`src/rtl/mmio_fifo_pkg.sv`:
```
// Shared register map, status/control bit positions and the packed STATUS
// word layout for the MMIO FIFO register block.
package mmio_fifo_pkg;

   localparam logic [15:0] OFF_DATA   = 16'd0;
   localparam logic [15:0] OFF_STATUS = 16'd2;
   localparam logic [15:0] OFF_CTRL   = 16'd4;
   localparam logic [15:0] OFF_PEEK   = 16'd6;
   localparam logic [15:0] OFF_LAST   = 16'd6;

   localparam int ST_EMPTY_BIT = 32;
   localparam int ST_FULL_BIT  = 33;
   localparam int ST_OVF_BIT   = 34;
   localparam int ST_UNF_BIT   = 35;
   localparam int ST_DEPTH_LSB = 48;

   localparam int CTRL_FLUSH_BIT = 0;
   localparam int CTRL_CLR_BIT   = 1;

   typedef struct packed {
      logic [15:0] depth;
      logic [11:0] rsvd;
      logic        underflow;
      logic        overflow;
      logic        full;
      logic        empty;
      logic [31:0] count;
   } status_t;

endpackage

```
`src/rtl/fifo_core.sv`:
```
// Circular-buffer storage with push/pop/flush; full and empty come from the
// occupancy count so pointers can wrap freely.
module fifo_core #(
   parameter int DATA_W = 64,
   parameter int DEPTH  = 8
) (
   input  logic                    clk,
   input  logic                    rst,
   input  logic                    push,
   input  logic                    pop,
   input  logic                    flush,
   input  logic [DATA_W-1:0]       wdata,
   output logic [DATA_W-1:0]       head,
   output logic [$clog2(DEPTH):0]  count,
   output logic                    full,
   output logic                    empty
);

   localparam int AW = $clog2(DEPTH);

   logic [DATA_W-1:0] mem_q [DEPTH];
   logic [AW-1:0]     rd_ptr_q, wr_ptr_q;
   logic [AW:0]       count_q, count_d;
   logic              do_push, do_pop;

   assign empty   = (count_q == '0);
   assign full    = (count_q == (AW+1)'(DEPTH));
   assign do_pop  = pop && !empty;
   // A pop in the same cycle frees the slot, so a push into a full FIFO still lands.
   assign do_push = push && (!full || do_pop);
   assign head    = mem_q[rd_ptr_q];
   assign count   = count_q;

   // NOTE: every variable assigned in always_comb gets a default first so no latch is inferred.
   always_comb begin
      count_d = count_q;
      if (flush) begin
         count_d = '0;
      end else if (do_push && !do_pop) begin
         count_d = count_q + (AW+1)'(1);
      end else if (do_pop && !do_push) begin
         count_d = count_q - (AW+1)'(1);
      end
   end

   // NOTE: storage has no reset; its contents are unobservable until written.
   always_ff @(posedge clk) begin
      if (do_push) begin
         mem_q[wr_ptr_q] <= wdata;
      end
   end

   // NOTE: sequential state uses non-blocking assignments so all registers update together.
   always_ff @(posedge clk or posedge rst) begin
      if (rst) begin
         rd_ptr_q <= '0;
         wr_ptr_q <= '0;
         count_q  <= '0;
      end else begin
         count_q <= count_d;
         if (flush) begin
            rd_ptr_q <= '0;
            wr_ptr_q <= '0;
         end else begin
            if (do_pop)  rd_ptr_q <= rd_ptr_q + AW'(1);
            if (do_push) wr_ptr_q <= wr_ptr_q + AW'(1);
         end
      end
   end

endmodule

```
`src/rtl/mmio_fifo_csr.sv`:
```
// MMIO-mapped FIFO register block: address decode, sticky error flags and a
// one-cycle registered read response for the Tx c2 path.
module mmio_fifo_csr
   import mmio_fifo_pkg::*;
#(
   parameter int          DATA_W    = 64,
   parameter int          DEPTH     = 8,
   parameter logic [15:0] BASE_ADDR = 16'h0020
) (
   input  logic                   clk,
   input  logic                   rst,
   input  logic                   mmio_wr_valid,
   input  logic                   mmio_rd_valid,
   input  logic [15:0]            mmio_addr,
   input  logic [8:0]             mmio_tid,
   input  logic [63:0]            mmio_wr_data,
   output logic                   rd_hit,
   output logic                   rd_resp_valid,
   output logic [8:0]             rd_resp_tid,
   output logic [63:0]            rd_resp_data,
   output logic [$clog2(DEPTH):0] fifo_count
);

   logic [15:0]       offset;
   logic              in_block, rd_req, push_req, pop_req, ctrl_wr, flush, clr_sticky;
   logic              ovf_set, unf_set;
   logic              ovf_q, ovf_d, unf_q, unf_d;
   logic              full, empty;
   logic [DATA_W-1:0] head;
   logic [63:0]       rd_mux, head_ext;
   status_t           status;
   logic              rd_resp_valid_q, rd_hit_q;
   logic [8:0]        rd_resp_tid_q;
   logic [63:0]       rd_resp_data_q;
   logic              unused_wr_data;

   assign offset   = mmio_addr - BASE_ADDR;
   assign in_block = (mmio_addr >= BASE_ADDR) && (offset <= OFF_LAST);
   assign rd_req   = mmio_rd_valid && in_block;
   assign push_req = mmio_wr_valid && in_block && (offset == OFF_DATA);
   assign pop_req  = rd_req && (offset == OFF_DATA);
   assign ctrl_wr  = mmio_wr_valid && in_block && (offset == OFF_CTRL);
   assign flush      = ctrl_wr && mmio_wr_data[CTRL_FLUSH_BIT];
   assign clr_sticky = ctrl_wr && mmio_wr_data[CTRL_CLR_BIT];
   assign unused_wr_data = ^mmio_wr_data;

   // Full implies non-empty, so a same-cycle pop always frees the slot.
   assign ovf_set = push_req && full && !pop_req;
   assign unf_set = pop_req && empty;
   assign ovf_d   = (ovf_q && !clr_sticky) || ovf_set;
   assign unf_d   = (unf_q && !clr_sticky) || unf_set;

   fifo_core #(.DATA_W(DATA_W), .DEPTH(DEPTH)) u_core (
      .clk   (clk),
      .rst   (rst),
      .push  (push_req),
      .pop   (pop_req),
      .flush (flush),
      .wdata (mmio_wr_data[DATA_W-1:0]),
      .head  (head),
      .count (fifo_count),
      .full  (full),
      .empty (empty)
   );

   assign head_ext = empty ? 64'h0 : 64'(head);

   always_comb begin
      status           = '0;
      status.depth     = 16'(DEPTH);
      status.underflow = unf_q;
      status.overflow  = ovf_q;
      status.full      = full;
      status.empty     = empty;
      status.count     = 32'(fifo_count);
      case (offset)
         OFF_DATA, OFF_PEEK: rd_mux = head_ext;
         OFF_STATUS:         rd_mux = status;
         default:            rd_mux = 64'h0;
      endcase
   end

   always_ff @(posedge clk or posedge rst) begin
      if (rst) begin
         ovf_q           <= 1'b0;
         unf_q           <= 1'b0;
         rd_resp_valid_q <= 1'b0;
         rd_hit_q        <= 1'b0;
         rd_resp_tid_q   <= '0;
         rd_resp_data_q  <= '0;
      end else begin
         ovf_q           <= ovf_d;
         unf_q           <= unf_d;
         rd_resp_valid_q <= rd_req;
         rd_hit_q        <= rd_req;
         if (rd_req) begin
            rd_resp_tid_q  <= mmio_tid;
            rd_resp_data_q <= rd_mux;
         end
      end
   end

   assign rd_resp_valid = rd_resp_valid_q;
   assign rd_hit        = rd_hit_q;
   assign rd_resp_tid   = rd_resp_tid_q;
   assign rd_resp_data  = rd_resp_data_q;

endmodule

```
`config.mk`:
```
export PLATFORM = sky130hd
export DESIGN_NAME = mmio_fifo_csr
export DESIGN_NICKNAME = d
export VERILOG_FILES = /design/src/rtl/mmio_fifo_pkg.sv /design/src/rtl/fifo_core.sv /design/src/rtl/mmio_fifo_csr.sv
export SDC_FILE = /design/constraint.sdc
export NUM_CORES = 1
export LEC_CHECK = 0
export BUFFER_PORTS_ARGS = -buffer_cell sky130_fd_sc_hd__buf_4
export CELL_PAD_IN_SITES_DETAIL_PLACEMENT = 2
export CELL_PAD_IN_SITES_GLOBAL_PLACEMENT = 2
export CORE_ASPECT_RATIO = 1.75
export CORE_UTILIZATION = 30
export DETAILED_ROUTE_END_ITERATION = 12
export PLACE_DENSITY = 0.61
export SYNTH_ARGS = -nofsm -noshare
export SYNTH_HDL_FRONTEND = slang
export SYNTH_SLANG_ARGS = --single-unit
```
`constraint.sdc`:
```
create_clock -name clk -period 17.27 [get_ports clk]
set_clock_uncertainty 0.1 [all_clocks]
set_input_delay 1.727 -clock clk [delete_from_list [all_inputs] [get_ports clk]]
set_output_delay 1.727 -clock clk [all_outputs]
set_load 0.02 [all_outputs]
```
==> reports/results.ini <==
[outcome]
outcome = finished clean

[grt]
track_usage_pct = 15.7
grt-ovfl-total = 0
antenna_found_initial = 3
grt_max_degree = 65
first_global_vias = 13300
grt_pass1_wl_mm = 89.9

[route]
drt-total-wl_mm = 60.2
drcViolationCount = 0
via_count = 11600
ant_nets = 0
drtIter0Drc = 535
wl_per_cell_um = 24.9
via_per_inst = 4.78
drt_pass1_iterations = 5

[final_layout]
final_nets = 1451
final_core_util_pct = 36.1
drive_gt1_share_pct = 35.0
area_growth_pct = 19.0
layout_common_cells = edfxtp_1 (512), buf_4 (190), mux4_2 (128)
final_area_um2 = 27600
final_common_cell = edfxtp_1

[timing]
min_period_over_period_pct = 31.0
timing.final.crit_period_ps = 5350
setup_ws_ps = 11920
worst_slew_pin_slew_ps = 1210
fmax_mhz = 187
hold_viol_final = 0
slew_violations = 0
slew_headroom_pct = 19.1
rsz0062_at_grt = no
tns_ps = 0
final-setup-viol-count = 0

[synthesis]
synth_seq_cells = 598
syn_inst = 1163
syn_area_per_cell_um2 = 20.0
yosysSeqAreaShare_pct = 75.5
syn_area_um2 = 23200
synth-main-ff-cell = edfxtp_1
yosysWarnings = 0
synthArstFlopShare_pct = 14.4
synth_edf_count = 512
synth_nets = 1262
synth.distinct_cells = 51

[clock_tree]
cts_root_buffer = clkbuf_16
cts_setup_buffers = 0
tritoncts = done
cts_resized = 0
htree_levels = 2
clock_latency_ps = 640
clockBufferDepth = 3
postCtsHoldBufs = 0
clk_pin_slew_ps = 60
cts_sinks = 598
numCtsBuffers = 56

[placement]
port_buffers = 171
place.gp.congestion = 0.731
place_hpwl_mm = 35.7
pre_cts_ws_ps = 11150
place_area_um2 = 25600

[power]
peakVddDrop_mv = 0.0679
pwr_density_cell_nw_per_um2 = 107
p_total_mw = 2.94
leakagePower_nw = 9.37

[setup_path]
path_max_fanout = 54
criticalPathCategory = input port to flop
endpoint_kind = flop
critPathLaunchType = input port
required_ps = 17410
cp.arrival_ps = 5500

[die]
start_util_pct = 30.4
fp.dieW_um = 212
fp.dieH_um = 370
dieArea_um2 = 78500
num_io_pins = 172
core_area_um2 = 76500
rows = 134

[flow_run]
cap_violations = 0

[worst_hold_path]
hold_class = flop to flop

==> flip-flops by register name, summed over array words and instances (netlist names) <==
| name | count |
|---|---|
| u_core.mem_q | 512 |
| rd_resp_data | 64 |
| rd_resp_tid | 9 |
| u_core.count | 4 |
| u_core.rd_ptr_q | 3 |
| u_core.wr_ptr_q | 3 |
| ovf_q | 1 |
| rd_hit | 1 |
| unf_q | 1 |
==> final cells by class <==
type | count | area (um^2)
Antenna cell | 1 | 2.50
Clock buffer | 69 | 1490
Sequential cell | 598 | 17500
Tap cell | 1020 | 1280
Inverter | 12 | 47.5
Fill cell | 7500 | 48800
Clock inverter | 36 | 492
Timing Repair Buffer | 190 | 1430
Multi-Input combinational cell | 494 | 5350
==> per-layer routing <==
metal	part of all wire [%]	wire length (um)	track usage (%)
met2	53	31800	28.3
met4	2.5	1510	4.70
met5	0.045	27	0
met1	41	24500	19.0
met3	3.9	2350	2.56
==> metrics by stage <==
stage,hold slack [ps],cells
2_1_floorplan,349,1163
3_3_place_gp,354,2314
3_5_place_dp,359,2314
4_1_cts,374,2419
5_1_grt,388,2420
6_report,368,2420
==> cells by family (layout without fill, tap and decap cells) <==
| kind of cell | count (synthesis) | in the layout | share of synthesized area [%] |
|---|---|---|---|
| other cells | 0 | 1 | 0 |
| xor+xnor | 6 | 6 | 0.226 |
| simple gates | 239 | 239 | 4.96 |
| buf+inv | 71 | 307 | 1.68 |
| flops | 598 | 598 | 75.5 |
| mux | 195 | 195 | 15.6 |
| fa+ha+maj | 6 | 6 | 0.356 |
| compound gates | 48 | 48 | 1.71 |
==> critical path: stages <==
cell and delay [ps]:
buf_4 90, inv_1 40, ha_1 220, nor2_1 300, o211ai_1 220, a2111oi_4 620, nand2b_1 320, nor3b_2 960
buf_4 940
==> Yosys cell counts (2+ instances only) <==
| cell | n | area [um^2] |
|---|---|---|
| nor2_1 | 39 | 146 |
| nand2b_1 | 5 | 31.3 |
| nand3_1 | 41 | 205 |
| xor2_1 | 3 | 26.3 |
| a21oi_1 | 3 | 15.0 |
| xnor2_1 | 3 | 26.3 |
| buf_2 | 18 | 90.1 |
| dfrtp_1 | 86 | 2150 |
| a211oi_1 | 2 | 15.0 |
| a221oi_1 | 8 | 70.1 |
| ha_1 | 5 | 62.6 |
| mux4_2 | 128 | 2880 |
| nor3b_1 | 4 | 30.0 |
| clkbuf_1 | 26 | 97.6 |
| mux2i_1 | 22 | 220 |
| a22o_1 | 6 | 52.6 |
| a21o_1 | 2 | 15.0 |
| nor4_4 | 2 | 42.5 |
| nor3_1 | 6 | 30.0 |
| o21ai_0 | 10 | 50.1 |
| inv_1 | 12 | 45.0 |
| buf_6 | 13 | 146 |
| o21ai_2 | 9 | 78.8 |
| mux2_2 | 45 | 507 |
| o211ai_1 | 2 | 15.0 |
| nand2_1 | 120 | 450 |
| or4_1 | 3 | 22.5 |
| nor4_2 | 2 | 25.0 |
| edfxtp_1 | 512 | 15400 |
| nand4_1 | 5 | 31.3 |
==> report_power, final <==
group          leakage (nW)  switching, mW  internal, mW  total (mW)
Clock                 0.952          0.574         0.757        1.33
Sequential             5.80      0.0000944          1.57        1.57
Combinational          2.62         0.0305        0.0161      0.0466
==> path summary, 6_finish.rpt <==
| path | start | endpoint | slack [ps] | cells past startpoint |
|---|---|---|---|---|
| max in group asynchronous | rst | rd_resp_data[20]$_DFFE_PP0P_ | 14750 | 3 |
| worst max register to register | u_core.count[0]$_DFFE_PP0P_ | u_core.mem_q[2][17]$_DFFE_PP_ | 12940 | 6 |
| worst max-delay path | mmio_addr[5] | u_core.mem_q[2][17]$_DFFE_PP_ | 11920 | 9 |
| min in group asynchronous | rst | rd_resp_data[40]$_DFFE_PP0P_ | 1070 | 2 |
| worst min-delay path | rd_resp_tid[5]$_DFFE_PP0P_ | rd_resp_tid[5]$_DFFE_PP0P_ | 370 | 2 |
| worst min register to register | rd_resp_tid[5]$_DFFE_PP0P_ | rd_resp_tid[5]$_DFFE_PP0P_ | 370 | 2 |
Note: power is estimated with default switching activity, not from simulation.
